<file path="src/rtl/traffic_light_monitor.sv">
// rtl/traffic_light_monitor.sv - passive phase/duration/safety monitor for a two-way traffic light
// Define MON_STICKY_EN to make the four fault flags sticky until reset.
module traffic_light_monitor #(
    parameter int CNT_W      = 16,
    parameter int MIN_GREEN  = 4,
    parameter int MIN_YELLOW = 2,
    parameter int ERR_W      = 8
) (
    input  logic             clk,
    input  logic             rst,
    input  logic [2:0]       light_a,
    input  logic [2:0]       light_b,
    output logic             conflict,
    output logic             illegal_code,
    output logic             seq_err,
    output logic             short_phase,
    output logic [CNT_W-1:0] green_a_len,
    output logic [CNT_W-1:0] green_b_len,
    output logic [ERR_W-1:0] err_count,
    output logic [CNT_W-1:0] cycles_done
);

    typedef enum logic [2:0] {ST_INIT, ST_RED, ST_GREEN, ST_YELLOW, ST_BAD} state_t;

    localparam logic [CNT_W-1:0] MIN_G = CNT_W'(MIN_GREEN);
    localparam logic [CNT_W-1:0] MIN_Y = CNT_W'(MIN_YELLOW);

    state_t           st        [2];
    state_t           dec       [2];
    logic [CNT_W-1:0] cnt       [2];
    logic             timed     [2];
    logic             fresh     [2];
    logic             chg       [2];
    logic             seq_hit   [2];
    logic             ill_hit   [2];
    logic             short_hit [2];
    logic             nonred    [2];
    logic [2:0]       code      [2];
    logic             f_conf, f_ill, f_seq, f_short, f_any;

    assign code[0] = light_a;
    assign code[1] = light_b;

    function automatic state_t decode(input logic [2:0] c);
        case (c)
            3'b100:  return ST_RED;
            3'b010:  return ST_YELLOW;
            3'b001:  return ST_GREEN;
            default: return ST_BAD;
        endcase
    endfunction

    function automatic logic legal_step(input state_t from, input state_t to);
        return (from == ST_RED    && to == ST_GREEN)  ||
               (from == ST_GREEN  && to == ST_YELLOW) ||
               (from == ST_YELLOW && to == ST_RED);
    endfunction

    // timed marks a phase observed from its first cycle; only those get duration checks
    always_comb begin
        for (int i = 0; i < 2; i++) begin
            dec[i]       = decode(code[i]);
            fresh[i]     = (st[i] == ST_INIT) || (st[i] == ST_BAD);
            chg[i]       = (dec[i] != st[i]);
            ill_hit[i]   = (dec[i] == ST_BAD);
            seq_hit[i]   = chg[i] && !fresh[i] && !ill_hit[i] && !legal_step(st[i], dec[i]);
            short_hit[i] = chg[i] && timed[i] &&
                           (((st[i] == ST_GREEN) && (cnt[i] < MIN_G)) ||
                            ((st[i] == ST_YELLOW) && (cnt[i] < MIN_Y)));
            nonred[i]    = (dec[i] != ST_RED);
        end
    end

    assign f_conf  = nonred[0] && nonred[1];
    assign f_ill   = ill_hit[0] || ill_hit[1];
    assign f_seq   = seq_hit[0] || seq_hit[1];
    assign f_short = short_hit[0] || short_hit[1];
    assign f_any   = f_conf || f_ill || f_seq || f_short;

    always_ff @(posedge clk or posedge rst) begin
        if (rst) begin
            for (int i = 0; i < 2; i++) begin
                st[i]    <= ST_INIT;
                cnt[i]   <= '0;
                timed[i] <= 1'b0;
            end
            conflict     <= 1'b0;
            illegal_code <= 1'b0;
            seq_err      <= 1'b0;
            short_phase  <= 1'b0;
            green_a_len  <= '0;
            green_b_len  <= '0;
            err_count    <= '0;
            cycles_done  <= '0;
        end else begin
            for (int i = 0; i < 2; i++) begin
                if (chg[i]) begin
                    st[i]    <= dec[i];
                    cnt[i]   <= CNT_W'(1);
                    timed[i] <= !fresh[i];
                end else if (cnt[i] != '1) begin
                    cnt[i] <= cnt[i] + 1'b1;
                end
            end
            if (chg[0] && st[0] == ST_GREEN)
                green_a_len <= cnt[0];
            if (chg[1] && st[1] == ST_GREEN)
                green_b_len <= cnt[1];
            if (st[0] == ST_YELLOW && dec[0] == ST_RED)
                cycles_done <= cycles_done + 1'b1;
            if (f_any && err_count != '1)
                err_count <= err_count + 1'b1;
`ifdef MON_STICKY_EN
            conflict     <= conflict     | f_conf;
            illegal_code <= illegal_code | f_ill;
            seq_err      <= seq_err      | f_seq;
            short_phase  <= short_phase  | f_short;
`else
            conflict     <= f_conf;
            illegal_code <= f_ill;
            seq_err      <= f_seq;
            short_phase  <= f_short;
`endif
        end
    end

endmodule

</file>
<file path="config.mk">
export PLATFORM = sky130hd
export DESIGN_NAME = traffic_light_monitor
export DESIGN_NICKNAME = d
export VERILOG_FILES = /design/src/rtl/traffic_light_monitor.sv
export SDC_FILE = /design/constraint.sdc
export NUM_CORES = 1
export LEC_CHECK = 0
export ABC_AREA = 1
export BUFFER_PORTS_ARGS = -buffer_cell sky130_fd_sc_hd__buf_4
export CAP_MARGIN = 20
export CORE_ASPECT_RATIO = 1.4
export CORE_MARGIN = 2
export CORE_UTILIZATION = 55
export DETAILED_ROUTE_END_ITERATION = 10
export GPL_TIMING_DRIVEN = 0
export HOLD_SLACK_MARGIN = 0.15
export PLACE_DENSITY_LB_ADDON = 0.25
export SLEW_MARGIN = 20
export SYNTH_ARGS = -nofsm -noshare
export SYNTH_HDL_FRONTEND = slang
export SYNTH_SLANG_ARGS = --single-unit
</file>
<file path="constraint.sdc">
create_clock -name clk -period 3.55 [get_ports clk]
set_input_delay 0 -clock clk [delete_from_list [all_inputs] [get_ports clk]]
set_output_delay 0 -clock clk [all_outputs]
set_load 0.05 [all_outputs]
</file>
# Word level (Yosys, flattened, before mapping)
# Cells that the tools add are included.
[op_classes]
n_lt_le_gt_ge = 4
n_eq_ne = 29
reduce_logical = 48
n_addsub = 4
muxes = 6
[op_table]
columns = ["op", "count"]
rows = [
  ["16-bit 2-to-1 mux", 4],
  ["16-bit by 1-bit adder with 16-bit output (second input constant)", 3],
  ["16-bit by 2-bit < comparator with 1-bit output (second input constant)", 2],
  ["16-bit by 3-bit < comparator with 1-bit output (second input constant)", 2],
  ["16-bit inequality test (second input constant)", 2],
  ["3-bit by 2-bit == test with 1-bit output (second input constant)", 10],
  ["1-bit logical AND", 24],
  ["3-bit by 1-bit == test with 1-bit output (second input constant)", 6],
  ["3-bit == test (second input constant)", 6],
  ["3-bit case mux with 3 select lines", 2],
  ["1-bit logical OR", 14],
  ["8-bit by 1-bit adder with 8-bit output (second input constant)", 1],
  ["8-bit inequality test (second input constant)", 1],
  ["1-bit logical NOT", 6],
  ["3-bit logical NOT", 2],
  ["3-bit by 1-bit inequality test with 1-bit output (second input constant)", 2],
  ["3-bit inequality test", 2],
  ["2-bit nonzero test", 2],
]
[word_totals]
input_bits = 8
output_inout_bits = 60
ff_bits = 100

# Longest topological paths before layout
# Gate-level depths: netlist of run 1.
[logic_depth]
word_depth = 12
mapped_depth = 15
mapped_depth_nobuf = 14

# Worst setup path before layout of run 1
# OpenSTA, ideal clock, no wires.
[synth_path]
kind = "flip-flop to flip-flop"
from = "reg err_count[0]"
to = "reg err_count[2]"
arrival_ns = 1.778
period_less_slack_ns = 1.844
required_time_ns = 3.484
setup_slack_ns = 1.706
path_stages_with_launch = 8
n_path_buf = 0
setup_time_ns = 0.066
path_cell_list = "dfrtp_1 -> ha_1 -> nand3_1 -> nor2_1 -> nand3_1 -> nand2_4 -> nand2_1 -> nand2_1"
[synth_via]
elab_chain_cells = 2
[synth_rtl]
columns = ["element", "line_no", "text"]
rows = [
  ["start, declared", "19", "output logic [ERR_W-1:0] err_count,"],
  ["start signal, assigned", "112", "err_count <= err_count + 1'b1;"],
  ["parallel branches: the longest is 2 deep, another holds 8-bit by 1-bit adder with 8-bit output", "-", ""],
]
# Parallel ways; which one is timed is not known.
# A chain may end at the register's enable or synchronous reset.

# Worst setup path in the final report of run 1
[layout_path]
from = "in light_a[0]"
to = "reg err_count[7]"
[layout_via]
elab_chain_cells = 12
[layout_rtl]
columns = ["element", "line_no", "text"]
rows = [
  ["start, declared", "11", "input logic [2:0] light_a,"],
  ["3-bit by 1-bit == test with 1-bit output, or another cell as far along", "45", "case (c)"],
  ["3-bit case mux with 3 select lines (*)", "45", ""],
  ["3-bit by 2-bit == test with 1-bit output, on equally long branches", "54, 55", ""],
  ["1-bit logical AND, on equally long branches", "54, 55", ""],
  ["1-bit logical OR", "54", "return (from == ST_RED && to == ST_GREEN) ||"],
  ["1-bit logical OR", "55", "(from == ST_GREEN && to == ST_YELLOW) ||"],
  ["1-bit logical NOT", "66", "seq_hit[i] = chg[i] && !fresh[i] && !ill_hit[i] && !legal_step(st[i], dec[i]);"],
  ["1-bit logical AND (*)", "66", ""],
  ["1-bit logical OR (*)", "76", "assign f_seq = seq_hit[0] || seq_hit[1];"],
  ["via f_seq", "39", "logic f_conf, f_ill, f_seq, f_short, f_any;"],
  ["1-bit logical OR (*) (2 in series)", "78", "assign f_any = f_conf || f_ill || f_seq || f_short;"],
  ["1-bit logical AND (*)", "111", "if (f_any && err_count != '1)"],
]
# The timed path passes the listed nets; every way through them passes the cells marked *.

==> results by stage, run 1 <==
Yosys:
- After synthesis, the cell types taking the most area are sky130_fd_sc_hd__dfrtp_1, sky130_fd_sc_hd__nand2_1, sky130_fd_sc_hd__o21ai_0, sky130_fd_sc_hd__inv_1, sky130_fd_sc_hd__nand3_1.
- The sequential fraction of the synthesis area is 51.41%.
- The warning count from the yosys run is 0.
- The synthesized instance count is 575.
- The count of unique library cells instantiated by Yosys is 34.
- The largest total area in the synthesized netlist belongs to sky130_fd_sc_hd__dfrtp_1.
- The per-instance average area after synthesis is 8.465 µm².
- In this run, synthesis produced a sequential element count of 100.
- The number of nets in the synthesized netlist is 587.
- The top cell type's share of synthesized area is 51.41%.
- In this run the cell area of the synthesized design comes to 4867 µm².

Layout:
- The count of antenna diodes in the layout is 0.
- Compared with the post-synthesis result, the final layout area differs by 23.06%.
- The net count of the finished layout is 679.
- The multi-input logic area is 2022 µm².
- The share of post-route cells with drive strength above 1 is 18.15%.
- The post-layout utilization of the core is 69.58%.
- The sequential cells in the finished layout cover a total of 2502 µm².
- The fill cell instance count of the final layout is 694.

Detailed routing:
- The count of nets left with antenna violations once routing finished came out at 0.
- The total iterations of the first detailed-routing run is 5.
- The final wirelength is 11.39 mm.
- The via total after detailed routing is 4,272.
- Dividing the detail-routed wire length by the instance count gives 14.65 µm.
- The post-detailed-route via-to-cell ratio is 5.498.
- The detailed router finished its first iteration with 278 violations.
- The final routed DRC violation total is 0.

Die:
- The initial standard-cell utilization of the core is 56.54%.
- From left edge to right edge, the die measures 83.51 µm.
- The initialized floorplan defines 40 standard-cell rows.
- The die area is 9629 µm².
- The I/O pin total is 68.
- The height of the chip is 115.3 µm.
- After floorplanning, the core was sized to cover 8608 µm².

Clocking:
- The tree is rooted in a sky130_fd_sc_hd__clkbuf_16.
- The TritonCTS sink count is 100.
- The clock latency on the worst-skew pair is 350 ps.
- The clock passes through at most 2 buffers.
- Clock-pin slew was measured on the worst setup and hold paths at 60 ps.
- The number of H-tree levels is 3.
- The total of cells resized after clock tree synthesis is 0.
- TritonCTS built the clock tree.
- The number of clock buffers added by TritonCTS is 9.

GRT:
- The global-route usage over all layers is 25.15%.
- The global-route congestion overflow total is 0.
- Entering global routing, the biggest net connects 70 pins.
- The via count of the first global-routing pass is 4,304.
- The number of antenna violations at the first check in global routing came to 0.
- The first global-routing pass estimated 19.64 mm of wire.

Setup path:
- The data arrival time of the critical path is 2650 ps.
- The category of the worst setup path launch point is a primary input.
- The classification of the worst setup path is in -> reg.
- The maximum fanout along the worst path is 10.
- Data on the critical path is required at its endpoint by 3790 ps.
- The kind of end point of the critical path is a flop.

Timing:
- Once routing completed, OpenROAD measured the worst setup slack at 1141 ps.
- Setup violations remaining at the end of the flow were counted as 0.
- At the pin with the least slew margin, the transition time is 605.1 ps.
- The worst-case headroom to the max-slew limit is 59.35%.
- The number of endpoints with negative hold slack in the final report is 0.
- Subtracting the final worst setup slack from the clock period gives 2409 ps.
- Setup repair after global routing left no endpoint under its margin.
- The final clock period utilization by the worst path is 67.85%.
- Setup total negative slack on the finished layout was measured at 0 ps.
- The largest clock skew in the final design is 4.059 ps.
- The number of max-slew violations in the final report is 0.
- For this run, the top clock speed supported by timing is 415.2 MHz.
- The tightest hold path in the finished design has a slack of 156.5 ps.

Power and ir drop:
- The total power after layout is 3.047 mW.
- Power spread over the standard cell area amounts to 508.8 nW/µm².
- Of the total power, combinational logic draws 22.3%.
- The switching part of the total power is 31.67%.
- The net switching power is 0.9650 mW.
- The worst ir drop on vdd is 0.5107 mV.
- The clock network accounts for 34.7% of the total power.
- The share of power burned in registers is 42.9%.
- The cell-internal power is 2.082 mW.
- The reported leakage power is 2.877 nW.

Flow run:
- The number of max-capacitance violations reported is 0.

Run status:
- The run finished with clean final reports.

Place:
- Input and output buffers added on the ports amount to 67.
- Before CTS, the worst setup slack after placement is 1684 ps.
- The final RePlAce weighted congestion is 0.9387.
- Summed over all nets, the half-perimeter wirelength after detailed placement is 8.341 mm.

Min path:
- The type of the worst min-delay path is in -> reg.
-- cells by family (layout without fill, tap and decap cells) --
family	Yosys count	count (layout)	synth area share [%]
compound gates	89	89	9.614
xor+xnor	24	24	4.319
fa+ha+maj	4	4	1.028
buf+inv	84	181	7.044
flops	100	100	51.41
simple gates	274	274	26.58
-- registers in the layout, indices dropped and copies added, names as in the netlist --
register and count:
st 6, cnt 32, timed 2, conflict 1
cycles_done 16, green_b_len 16, green_a_len 16, short_phase 1
err_count 8, illegal_code 1, seq_err 1
-- worst max-delay path, cell delays in order --
cell                            delay, ps
sky130_fd_sc_hd__dlygate4sd3_1        540
sky130_fd_sc_hd__buf_4                150
sky130_fd_sc_hd__nor2_2               160
sky130_fd_sc_hd__nand2_2              100
sky130_fd_sc_hd__dlygate4sd3_1        630
sky130_fd_sc_hd__nand2_2               90
sky130_fd_sc_hd__nand2_1               50
sky130_fd_sc_hd__nand2_1               50
sky130_fd_sc_hd__nor2_1                40
sky130_fd_sc_hd__nand2_1               90
sky130_fd_sc_hd__buf_6                160
sky130_fd_sc_hd__nand3_2               70
sky130_fd_sc_hd__nand2_2               90
sky130_fd_sc_hd__inv_2                 50
sky130_fd_sc_hd__nand2_4              120
sky130_fd_sc_hd__nand2_4              100
sky130_fd_sc_hd__nand2_1               90
sky130_fd_sc_hd__nand2_1               50
-- Yosys cell counts --
cell type and number:
sky130_fd_sc_hd__nor3_2 3, sky130_fd_sc_hd__a211oi_1 3, sky130_fd_sc_hd__nand4_2 1, sky130_fd_sc_hd__nor2_1 37, sky130_fd_sc_hd__nand3_2 9, sky130_fd_sc_hd__nand2_4 2, sky130_fd_sc_hd__xor2_1 15, sky130_fd_sc_hd__inv_2 5
sky130_fd_sc_hd__nand4_1 17, sky130_fd_sc_hd__o22ai_1 1, sky130_fd_sc_hd__dfrtp_1 100, sky130_fd_sc_hd__nand2_2 4, sky130_fd_sc_hd__nand2_1 131, sky130_fd_sc_hd__o21ai_1 5, sky130_fd_sc_hd__nor2_4 1, sky130_fd_sc_hd__a21boi_1 1
sky130_fd_sc_hd__and3_1 1, sky130_fd_sc_hd__o21ai_0 53, sky130_fd_sc_hd__a31oi_1 6, sky130_fd_sc_hd__nor4_1 9, sky130_fd_sc_hd__a21oi_1 19, sky130_fd_sc_hd__buf_6 2, sky130_fd_sc_hd__nor2_2 3, sky130_fd_sc_hd__nand3_1 39
sky130_fd_sc_hd__a311oi_1 1, sky130_fd_sc_hd__or2_2 1, sky130_fd_sc_hd__xnor2_1 9, sky130_fd_sc_hd__clkbuf_1 3, sky130_fd_sc_hd__buf_2 4, sky130_fd_sc_hd__buf_4 2, sky130_fd_sc_hd__ha_1 4, sky130_fd_sc_hd__nor3b_1 1
sky130_fd_sc_hd__inv_1 68, sky130_fd_sc_hd__nor3_1 15
-- repair_timing --
item                      in CTS  in global routing
hold buffers                  13                  0
hold endpoints to repair     108                  0
setup buffers                  0                  0
-- power by group through the flow --
stage / registers, mW / logic, mW / clock network (mW)
after floorplan: 1.54 / 0.258 / 0
after global placement: 1.32 / 0.649 / 0
after detailed placement: 1.33 / 0.671 / 0
after CTS: 1.31 / 0.685 / 1.07
after global routing: 1.32 / 0.738 / 1.12
final: 1.31 / 0.680 / 1.06
-- final timing paths --
kind	cells past startpoint	end	startpoint	slack, ps
hold / removal	5	st[5]	light_a[1]	160
max in group asynchronous	4	st[2]	rst	2730
setup / recovery	18	err_count[7]	light_a[0]	1140
hold reg to reg	2	green_b_len[11]	green_b_len[11]	490
setup reg to reg	11	cnt[23]	cnt[17]	1620
min in group asynchronous	3	err_count[6]	rst	190
-- layout by cell type (no fill, tap or decap), types with 4 or more instances in the layout --
cell / n
sky130_fd_sc_hd__nand2_1: 131
sky130_fd_sc_hd__xor2_1: 15
sky130_fd_sc_hd__nor4_1: 9
sky130_fd_sc_hd__buf_4: 69
sky130_fd_sc_hd__buf_2: 4
sky130_fd_sc_hd__inv_2: 5
sky130_fd_sc_hd__dfrtp_1: 100
sky130_fd_sc_hd__nand4_1: 17
sky130_fd_sc_hd__o21ai_1: 5
sky130_fd_sc_hd__nand3_1: 39
sky130_fd_sc_hd__inv_1: 67
sky130_fd_sc_hd__clkbuf_16: 9
sky130_fd_sc_hd__nand3_2: 9
sky130_fd_sc_hd__a21oi_1: 19
sky130_fd_sc_hd__nor2_1: 37
sky130_fd_sc_hd__nor3_1: 15
sky130_fd_sc_hd__dlygate4sd3_1: 13
sky130_fd_sc_hd__xnor2_1: 9
sky130_fd_sc_hd__nand2_2: 4
sky130_fd_sc_hd__o21ai_0: 53
sky130_fd_sc_hd__ha_1: 4
sky130_fd_sc_hd__a31oi_1: 6
-- layout make-up --
type                    count  share of cell area (%)
flip-flops and latches    100                   41.78
multi-input cells         391                   33.76
repair buffers             81                   11.03
inverters                  73                   4.658
clock buffers              10                   3.990
well taps                 105                   2.193
clock inverters             6                   1.441
plain buffers              11                   1.149
-- through the flow --
stage,cells,instance area [µm²]
floorplan,575,4867
global placement,747,5502
detailed placement,748,5534
CTS,777,5989
global route,777,5989
finish,777,5989
-- per-layer routing --
layer / share of wire (%) / track usage [%]
met5: 0 / 0
met4: 2.2 / 9.785
met3: 3.7 / 3.733
met2: 56 / 48.12
met1: 38 / 28.17
Note: power is estimated with default switching activity, not from simulation.
==> inputs of run 2 (changes only) <==
Clock period 3.55 ns to 2.4 ns, I/O delays scaled along.
==> run 2 against run 1 <==
Against the previous run: utilization rose by 0.62 points; power rose by 43%; flip-flop and latch count did not move; highest routed layer unchanged.
==> results by stage, run 2 (synthesized netlist as in run 1, its figures left out) <==
Run status:
- The flow ran to the end, and the final reports show no timing, DRC or antenna violations.

Timing:
- The worst-case headroom to the max-slew limit is 57.19% (-2.2 points).
- For this run, the top clock speed supported by timing is 440.9 MHz.
- The pin slew with the least headroom to its limit is 637.2 ps (+32.09 ps).
- The setup-violating endpoint count in the final report was 0 (unchanged).
- The worst path uses 94.50% of the clock period.
- The number of endpoints with negative hold slack in the final report is 0 (unchanged).
- The number of max-slew violations in the final report is 0 (unchanged).
- The worst hold slack is 227.6 ps (+71.10 ps).
- The final critical delay including setup and external delays is 2268 ps.
- The largest clock skew in the final design is 5.465 ps (+1.406 ps).
- The setup slack after layout is 132.0 ps (-1009 ps).

Setup path:
- Tracing the worst setup path back leads to its startpoint at light_b[2].
- The critical path goes through dlygate4sd3_1, buf_4, inv_2, nand3_4, dlygate4sd3_1, nand2_1, nand2_1, nand2_1, nor2_1, nand2_2, buf_6, nand3_2, nand2_2, inv_2, nand2_4, buf_4, nand3_1, nand2_1.
- The classification of the worst setup path is in -> reg.
- The data arrival time of the critical path came to 2500 ps (-150 ps).
- The capture point of the worst path is err_count[1].
- The depth of the worst register-to-register path was 11 (unchanged).
- The kind of end point of the critical path is a flop.
- On the critical path, the stage with the largest delay is an instance of sky130_fd_sc_hd__dlygate4sd3_1.
- The setup slack on the worst flop-to-flop path is 440 ps (-1180 ps).
- In this design, the critical path's most frequently occurring cell is sky130_fd_sc_hd__nand2_1.
- The delay of the slowest cell on the worst path came to 560 ps (-70 ps).
- The launch instance of the worst register-to-register path is cnt[16].
- STA classifies the critical path startpoint as a primary input.
- The maximum fanout along the worst path is 7 (-3).
- The data required time of the critical path came to 2630 ps (-1160 ps).
- The endpoint of the worst register-to-register path is cnt[25].

Place:
- The worst setup slack after placement came to 527.1 ps (-1157 ps).
- The count of buffers inserted at the top-level ports is 67 (unchanged).
- The final RePlAce weighted congestion is 0.9502 (+1.2%).
- The HPWL after detailed placement is 8.532 mm (+2.3%).
- The placed standard-cell area is 5565 µm² (+0.57%).

GRT:
- The via count of the first global-routing pass is 4,233 (-1.6%).
- The number of antenna violations at the first check in global routing came to 0 (unchanged).
- The met3 routing resource usage after global routing is 4.307% (+0.57 points).
- The maximum number of pins on one net before global-route repair is 34 (-51%).
- The layer with the highest usage is met2.
- The first-pass GRT wire length is 18.93 mm (-3.6%).
- The met1 usage is 26.87% (-1.3 points).
- The global-route usage over all layers is 24.30% (-0.85 points).
- The global-route track usage on met2 is 46.02% (-2.1 points).
- The global-route congestion overflow total is 0 (unchanged).

Detailed routing:
- The average wire per standard cell is 14.90 µm (+1.7%).
- The final wirelength came to 11.65 mm (+2.3%).
- The total iterations of the first detailed-routing run is 4 (-1).
- The post-detailed-route via-to-cell ratio was 5.514 (+0.29%).
- The final routed DRC violation total is 0 (unchanged).
- The number of violations reported at the end of detailed-routing iteration 0 was 251 (-9.7%).
- The via total after detailed routing is 4,312 (+0.94%).
- The count of antenna-violating nets left after detailed routing was 0 (unchanged).

Power and ir drop:
- The total power after layout is 4.355 mW (+43%).
- The worst ir drop on vdd came to 0.6537 mV (+28%).
- The reported leakage power was 2.900 nW (+0.78%).
- The power per cell area is 720.6 nW/µm² (+42%).

Layout:
- The share of post-route cells with drive strength above 1 is 19.65% (+1.5 points).
- The count of antenna diodes in the layout came to 0 (unchanged).
- The number of flip-flops in the largest register is 32 (unchanged).
- Leaving out fill and tap cells, the most frequent cells in the layout are sky130_fd_sc_hd__nand2_1, sky130_fd_sc_hd__dfrtp_1, sky130_fd_sc_hd__buf_4.
- The area growth from synthesis to layout is 24.16%.
- The net count of the finished layout is 684 (+0.74%).
- The fill cell instance count of the final layout is 671 (-3.3%).
- The total non-filler cell area in the finished layout is 6043 µm² (+0.90%).
- The register ranked first by flip-flop count is cnt.
- The most common cell after layout, fill and taps aside is sky130_fd_sc_hd__nand2_1.

Die:
- The area of the placeable core is 8608 µm² (unchanged).
- The die area is 9629 µm² (unchanged).
- The I/O pin total is 68 (unchanged).
- The die width is 83.51 µm (unchanged).
- The site row count came to 40 (unchanged).
- The height of the chip is 115.3 µm (unchanged).
- The initial standard-cell utilization of the core is 56.54% (unchanged).

Clocking:
- The clock buffer count from CTS is 9 (unchanged).
- The clock-pin transition on the worst setup and hold timing paths is 70 ps (about the same).
- The number of H-tree levels is 3 (unchanged).
- The buffer depth of the longest clock path was 2 (unchanged).
- TritonCTS built the clock tree.
- The clock latency on the worst-skew pair came to 340 ps (about the same).
- The TritonCTS sink count is 100 (unchanged).
- CTS placed an instance of sky130_fd_sc_hd__clkbuf_16 at the clock tree root.

Min path:
- The tightest min-delay check is of the in -> async type.

Flow run:
- The number of max-capacitance violations reported is 0 (unchanged).
## run 2: worst min-delay path by stage
stage / end / slack (ps) / cells past startpoint
after floorplan: st[3] / 180 / 2
after global placement: st[3] / 350 / 3
after detailed placement: err_count[3] / 30 / 2
after CTS: err_count[3] / 230 / 3
after global routing: cycles_done[9] / 260 / 3
final: err_count[2] / 230 / 3
## run 2: power breakdown
part,total [mW],switching [mW],internal (mW)
clock network,1.38,0.615,0.761
registers,1.94,0.125,1.81
logic,1.04,0.702,0.340
total,4.35,1.44,2.91
## run 2: worst max-delay path: cells and delay by family
family,cells,cell delay (ps)
buffers and inverters,7,1630
AND/OR/NAND/NOR,11,860
## run 2: layout make-up
| type | count | area, µm² | area share (%) |
|---|---|---|---|
| Sequential cell | 100 | 2502 | 41.41 |
| Multi-Input combinational cell | 391 | 2056 | 34.02 |
| Buffer | 11 | 71.32 | 1.180 |
| Inverter | 73 | 277.8 | 4.596 |
| Clock inverter | 3 | 21.27 | 0.3520 |
| Timing Repair Buffer | 86 | 723.2 | 11.97 |
| Tap cell | 105 | 131.4 | 2.174 |
| Clock buffer | 13 | 260.3 | 4.306 |
## run 2: repair_timing
action / in CTS / in global routing
hold endpoints to repair: 75 / 0
buffers inserted: 0 / 3
endpoints found under the setup margin: 0 / 36
gates resized for setup: 0 / 12
hold buffers: 14 / 0
## run 2: through the flow
step,util [%],instances,TNS (ps)
6_report,70.20,782,0
5_1_grt,70.20,782,-141.0
4_1_cts,69.55,780,0
3_5_place_dp,64.65,750,0
3_3_place_gp,63.95,747,0
2_1_floorplan,-,575,0
## run 2: metal layers
metal  part of all wire (%)  vias up  wire, µm
met1                     38     2094      4478
met2                     55      104      6455
li1                       -     2088         -
met3                    3.6       26       423
met4                    2.5        0       291
met5                      0        -         0
